$ cat src/rtl/pipeline_stall_ctrl.sv
// ---------------------------------------------------------------------------
// pipeline_stall_ctrl
//
// Stall/flush controller for a five-stage in-order pipeline with blocking
// instruction and data caches. The pipeline controls are pure combinational
// functions of the current hazard inputs. The miss state, the miss watchdog
// and the stall performance counter are registered.
//
// Build option:
//   STALL_PERF_CNT_EN - when defined, StallCycles counts cycles with StallF=1
//                       and saturates at all-ones. When undefined,
//                       StallCycles is tied to zero and no counter flops exist.
//
// Parameters:
//   TIMEOUT_CYCLES - miss watchdog threshold in cycles (1..65535)
//   CNT_W          - width of StallCycles
//
// Ports:
//   clk           in   sole clock
//   reset         in   asynchronous reset, active low
//   Ihit          in   instruction fetch satisfied this cycle
//   Dhit          in   data access satisfied this cycle
//   MemAccessM    in   memory stage holds a load/store
//   LoadUseD      in   load-use hazard detected in decode
//   BranchTakenD  in   taken-branch redirect resolved in decode
//   StallF/D      out  hold fetch/decode registers
//   FlushD/E      out  bubble into decode/execute registers
//   EnE/M/W       out  load enables for execute/memory/write-back registers
//   MissState     out  registered {Dmiss, Imiss}
//   MissTimeout   out  sticky watchdog flag
//   StallCycles   out  stall performance count
//
// state  | meaning
// -------+------------------------------------------
// RUN    | no cache miss outstanding
// IMISS  | instruction miss only
// DMISS  | data miss only
// IDMISS | instruction and data miss together
// ---------------------------------------------------------------------------
module pipeline_stall_ctrl #(
    parameter int TIMEOUT_CYCLES = 1023,
    parameter int CNT_W          = 32
) (
    input  logic             clk,
    input  logic             reset,
    input  logic             Ihit,
    input  logic             Dhit,
    input  logic             MemAccessM,
    input  logic             LoadUseD,
    input  logic             BranchTakenD,
    output logic             StallF,
    output logic             StallD,
    output logic             FlushD,
    output logic             FlushE,
    output logic             EnE,
    output logic             EnM,
    output logic             EnW,
    output logic [1:0]       MissState,
    output logic             MissTimeout,
    output logic [CNT_W-1:0] StallCycles
);

    typedef enum logic [1:0] {
        RUN    = 2'b00,
        IMISS  = 2'b01,
        DMISS  = 2'b10,
        IDMISS = 2'b11
    } miss_state_t;

    localparam logic [15:0] WD_LIMIT = 16'(TIMEOUT_CYCLES);

    logic        dmiss;
    logic        imiss;
    logic        stall_front;
    miss_state_t state;
    miss_state_t state_next;
    logic [15:0] watchdog;

    assign dmiss       = MemAccessM & ~Dhit;
    assign imiss       = ~Ihit;
    assign stall_front = imiss | LoadUseD;

    // A data miss freezes everything. A front-end stall holds F/D and
    // injects a bubble into E. A branch redirect is honoured only when
    // decode is not held, because a held decode re-evaluates next cycle.
    always_comb begin
        StallF = 1'b0;
        StallD = 1'b0;
        FlushD = 1'b0;
        FlushE = 1'b0;
        EnE    = 1'b1;
        EnM    = 1'b1;
        EnW    = 1'b1;
        if (dmiss) begin
            StallF = 1'b1;
            StallD = 1'b1;
            EnE    = 1'b0;
            EnM    = 1'b0;
            EnW    = 1'b0;
        end else if (stall_front) begin
            StallF = 1'b1;
            StallD = 1'b1;
            FlushE = 1'b1;
        end else if (BranchTakenD) begin
            FlushD = 1'b1;
        end
    end

    always_ff @(posedge clk or negedge reset) begin
        if (!reset) begin
            state <= RUN;
        end else begin
            state <= state_next;
        end
    end

    // Every state can reach every other state in one cycle. The next state
    // is simply the current miss pair.
    always_comb begin
        state_next = miss_state_t'({dmiss, imiss});
    end

    always_comb begin
        MissState = state;
    end

    // The watchdog clears only on a fully clean cycle. A change of miss
    // type keeps accumulating, so one long IMISS->IDMISS->DMISS episode
    // still trips the flag.
    always_ff @(posedge clk or negedge reset) begin
        if (!reset) begin
            watchdog <= '0;
        end else if (!(dmiss | imiss)) begin
            watchdog <= '0;
        end else if (watchdog != WD_LIMIT) begin
            watchdog <= watchdog + 16'd1;
        end
    end

    always_ff @(posedge clk or negedge reset) begin
        if (!reset) begin
            MissTimeout <= 1'b0;
        end else if (watchdog == WD_LIMIT) begin
            MissTimeout <= 1'b1;
        end
    end

`ifdef STALL_PERF_CNT_EN
    logic [CNT_W-1:0] stall_cnt;

    always_ff @(posedge clk or negedge reset) begin
        if (!reset) begin
            stall_cnt <= '0;
        end else if (StallF && (stall_cnt != {CNT_W{1'b1}})) begin
            stall_cnt <= stall_cnt + 1'b1;
        end
    end

    assign StallCycles = stall_cnt;
`else
    assign StallCycles = '0;
`endif

endmodule

$ cat config.mk
export PLATFORM = sky130hd
export DESIGN_NAME = pipeline_stall_ctrl
export DESIGN_NICKNAME = d
export VERILOG_FILES = /design/src/rtl/pipeline_stall_ctrl.sv
export SDC_FILE = /design/constraint.sdc
export NUM_CORES = 1
export LEC_CHECK = 0
export BUFFER_PORTS_ARGS = -buffer_cell sky130_fd_sc_hd__buf_4
export CAP_MARGIN = 30
export CORE_ASPECT_RATIO = 1.4
export CORE_UTILIZATION = 43
export DETAILED_ROUTE_END_ITERATION = 8
export PLACE_DENSITY = 0.71
export SYNTH_ARGS = -nofsm -noshare
export SYNTH_HDL_FRONTEND = slang
export SYNTH_SLANG_ARGS = --single-unit
$ cat constraint.sdc
create_clock -name clk -period 1.95 [get_ports clk]
set_clock_uncertainty 0.1 [all_clocks]
set_input_delay 0.0975 -clock clk [delete_from_list [all_inputs] [get_ports clk]]
set_output_delay 0.0975 -clock clk [all_outputs]
set_load 0.03 [all_outputs]
* Yosys cells after proc, flatten, opt, wreduce, memory -nomap -nowiden
Index checks and enable logic that the tools add are counted.
** Word-level totals
- Bits of input ports :: 7
- Output and inout port bits :: 42
- Register bits after elaboration :: 19
- Logic and storage cells :: 21
** Operators by class
- Muxes and demuxes :: 9
- Bitwise gates (word level) :: 5
- $add $sub $neg :: 1
- Equality and inequality tests :: 3
** Operators with widths (number)
- 16-bit two-way mux :: 2
- 16-bit by 1-bit adder with 16-bit output (second input constant) :: 1
- 16-bit by 10-bit equality test with 1-bit output (second input constant) :: 1
- 16-bit by 10-bit != test with 1-bit output (second input constant) :: 1
- 1-bit two-way mux :: 7
- 2-bit by 1-bit != test with 1-bit output (second input constant) :: 1
- 1-bit inverter :: 2
- 1-bit OR :: 2
- 1-bit bitwise AND :: 1

* Longest topological paths before layout
- Depth in word-level cells :: 4
- Depth in mapped cells :: 6
- Depth with buffers taken out :: 5

* Worst setup path after synthesis
OpenSTA, ideal clock, no wires.
- Kind :: flip-flop to flip-flop
- Start :: register watchdog[0]
- End :: register watchdog[4]
- Setup slack :: 0.131 ns
- Arrival :: 1.641 ns
- Cell stages (with the launch flop) :: 7
- Clock period less this slack :: 1.819 ns
- Path buffers :: 1
- Required time :: 1.773 ns
- Library setup time :: 0.077 ns
- Cell sequence :: dfrtp_1 ha_1 and3_2 and4bb_1 buf_6 or3_1 a21oi_1
** On the way
- Word-level cells in the longest chain between the ends :: 3
- Elaborated cells on any way between the ends :: 5
- Classes of those cells :: add/sub: 1; eq/ne: 2; mux: 2
** Ends and longest elaborated chain
- start, declared :: RTL line 77 : logic [15:0] watchdog;
- start signal, assigned :: RTL line 136 : watchdog <= watchdog + 16'd1;
- 16-bit by 1-bit adder with 16-bit output :: RTL line 136
- 16-bit two-way mux :: RTL line 135 : end else if (watchdog != WD_LIMIT) begin
- 16-bit two-way mux :: RTL line 133 : end else if (!(dmiss | imiss)) begin
Several ways; a longest one is shown, not always the timed one. The select of a mux whose other input is x is not followed.
A chain may end at the register's enable or synchronous reset.

* Worst setup path in the final report
- Start :: register watchdog[0]
- End :: register watchdog[6]
Same word-level chain as after synthesis.

==> summary.txt <==
Route
  – Residual DRC: 0
  – WL/cell: 11.55 um
  – Drt pass-1 iters: 4
  – Initial DRC Count: 24
  – Final wirelength: 2183 um
  – Antenna viol nets, final: 0
  – Routed via count: 914
  – DR vias/cell: 4.836

Logic synthesis
  – Top cells by count, synth: buf_4 (35), dfrtp_1 (19)
  – Post-synthesis register bit count: 19
  – Most common cell in the netlist: buf_4
  – Synth warn: 0
  – Synth area leaders: dfrtp_1 (38%), buf_4 (21%), a21oi_1 (2.8%)
  – Synth area leader: dfrtp_1
  – Sequential cell area fraction in the yosys report: 0.3796
  – Top FF cell, synth: dfrtp_1
  – Mean Syn Cell Area: 9.277 um2
  – EDFF count, synth: 0
  – Synthesized area: 0.001252 mm2
  – Syn Inst Count: 135
  – Synth async-reset ratio: 1.000
  – Unique cell type count in the Yosys netlist: 33
  – Post-synth top area share: 0.3796

Floorplan
  – Core Area: 0.002698 mm2
  – Die Area: 0.003135 mm2
  – Site Rows: 22
  – Die Y: 65.86 um
  – Initial core utilization: 0.4643
  – Top Ports: 49
  – Die X: 47.61 um

Place
  – PortBufs: 16
  – HPWL Detailed: 1648 um
  – RePlAce Congestion: 0.8623
  – Post-place setup slack: 0.04661 ns

Finish
  – Multi-input gate area: 581.8 um2
  – Fill cells: 282
  – Fin nets: 162
  – Share of post-route cells with drive strength above 1: 0.1961
  – Final core area utilization: 0.4861
  – FF/Latch Area: 475.5 um2
  – Synthesis-to-finish area growth: 4.696%
  – Ant. Diodes: 0

Timing
  – Max-slew violation count: 0
  – Fmax: 0.5488 GHz
  – Setup_tns: 0 ns
  – Final worst-path setup slack: 0.1277 ns
  – Final period utilization: 0.9345
  – Unrepaired setup endpoints after global routing: no
  – # setup viols final: 0
  – Final hold violation count: 0
  – Min Tclk post-route: 1.822 ns

Worst setup path
  – CP Class: flop to flop
  – Critical Path End Type: flop
  – Worst Path Max Fanout: 9
  – Worst setup path start: watchdog[0]
  – R2r endpoint: watchdog[6]
  – Startpoint types: flop
  – Critical Path End: watchdog[6]
  – RR Startpoint: watchdog[0]
  – FF-to-FF path depth: 5
  – FF-to-FF setup slack: 0.13 ns
  – Arrival time at the worst endpoint: 1.90 ns
  – CP required: 2.03 ns

Power and ir drop
  – Final Total Pwr: 0.8086 mW
  – Lkg Pwr: 0.6756 nW
  – Max IR drop VDD: 0.3279 mV
  – PwrDens: 616.7 mW/mm2

Clock network
  – Clk Latency, worst-skew pair: 0.30 ns
  – Cts bufs inserted: 3
  – CTS tree: built
  – Clock Sinks: 19
  – Reg clk slew, reported paths: 0.11 ns
  – H-tree depth: 1
  – CTS root buf: clkbuf_4
  – Postcts setup bufs: 0
  – Clock buffer depth: 2

Flow run
  – Max-cap viol count: 0

GRT
  – Largest net degree at the start of global routing: 20
  – Global route overflow: 0
  – Initial antenna violation count: 0
  – First-pass GRT wire length: 3429 um
  – GRT Total Usage: 0.1499
  – Vias in the first global route: 856

Run status
  – Outcome: completed

Worst hold path
  – Hold Path Class: input pin to flop
[cell type report]
cell class | instances | area share
Clock inverter | 1 | 0.003817
Inverter | 5 | 0.01431
Timing Repair Buffer | 21 | 0.1240
Multi-Input combinational cell | 104 | 0.4437
Sequential cell | 19 | 0.3626
Tap cell | 36 | 0.03435
Clock buffer | 3 | 0.01718
[registers in the layout, indices dropped and copies added, names as in the netlist]
signal / flops
MissState: 2
watchdog: 16
MissTimeout: 1
[cells in the final DEF (no fill, tap or decap), types with 4 or more instances in the layout]
cell / count
inv_1: 4
o21ai_0: 4
nand2_1: 7
nor2_1: 7
nand3_1: 7
or3_1: 4
dfrtp_1: 19
a21oi_1: 7
buf_4: 19
conb_1: 32
[stage by stage]
| stage | hold WS [ns] | std cells | instance area (um2) |
|---|---|---|---|
| final | 0.02705 | 189 | 1311 |
| after global routing | 0.06318 | 189 | 1311 |
| after CTS | 0.03428 | 189 | 1308 |
| after detailed placement | -0.1143 | 183 | 1260 |
| after global placement | -0.1182 | 183 | 1260 |
| after floorplan | -0.2981 | 166 | 1369 |
[metal layers]
metal / vias to the layer above / global-route usage / share of wire
li1: 436 / - / -
met1: 439 / 0.1661 / 0.40
met5: - / 0 / 0
met4: 0 / 0.09028 / 0.018
met2: 34 / 0.2568 / 0.54
met3: 5 / 0.01913 / 0.042
[cells by family (layout without fill, tap and decap cells)]
family          count (synthesis)  after routing  synth area share
fa+ha+maj                       1              1          0.009988
flops                          19             19            0.3796
buf+inv                        43             30            0.2517
other cells                     1             32          0.002994
simple gates                   44             44            0.2078
compound gates                 20             20           0.09591
mux                             3              3           0.02398
xor+xnor                        4              4           0.02798
[worst min-delay path by stage]
stage	start	to	slack [ns]	cells after the start
3_3_place_gp	reset	watchdog[4]	-0.12	1
4_1_cts	MemAccessM	MissState[1]	0.03	3
6_report	MemAccessM	MissState[1]	0.03	3
2_1_floorplan	reset	MissState[0]	-0.30	0
3_5_place_dp	reset	watchdog[5]	-0.11	1
5_1_grt	MemAccessM	MissState[1]	0.06	3
[timing repair]
item / 4_1_cts / 5_1_grt
endpoints found under the hold margin: 20 / 0
endpoints found under the setup margin: 0 / 2
hold buffers: 2 / 0
resized for setup: 0 / 2
[critical path, cell delays in order (launching register included)]
cell,delay [ns]
dfrtp_1,0.44
ha_1,0.22
and3_2,0.22
and4bb_4,0.24
o311ai_0,0.34
o41ai_1,0.14
[power breakdown]
part	internal [mW]	total, mW	switching, mW
Combinational	0.0415	0.183	0.141
Sequential	0.408	0.427	0.0182
Clock	0.0765	0.199	0.123
Note: power is estimated with default switching activity, not from simulation.
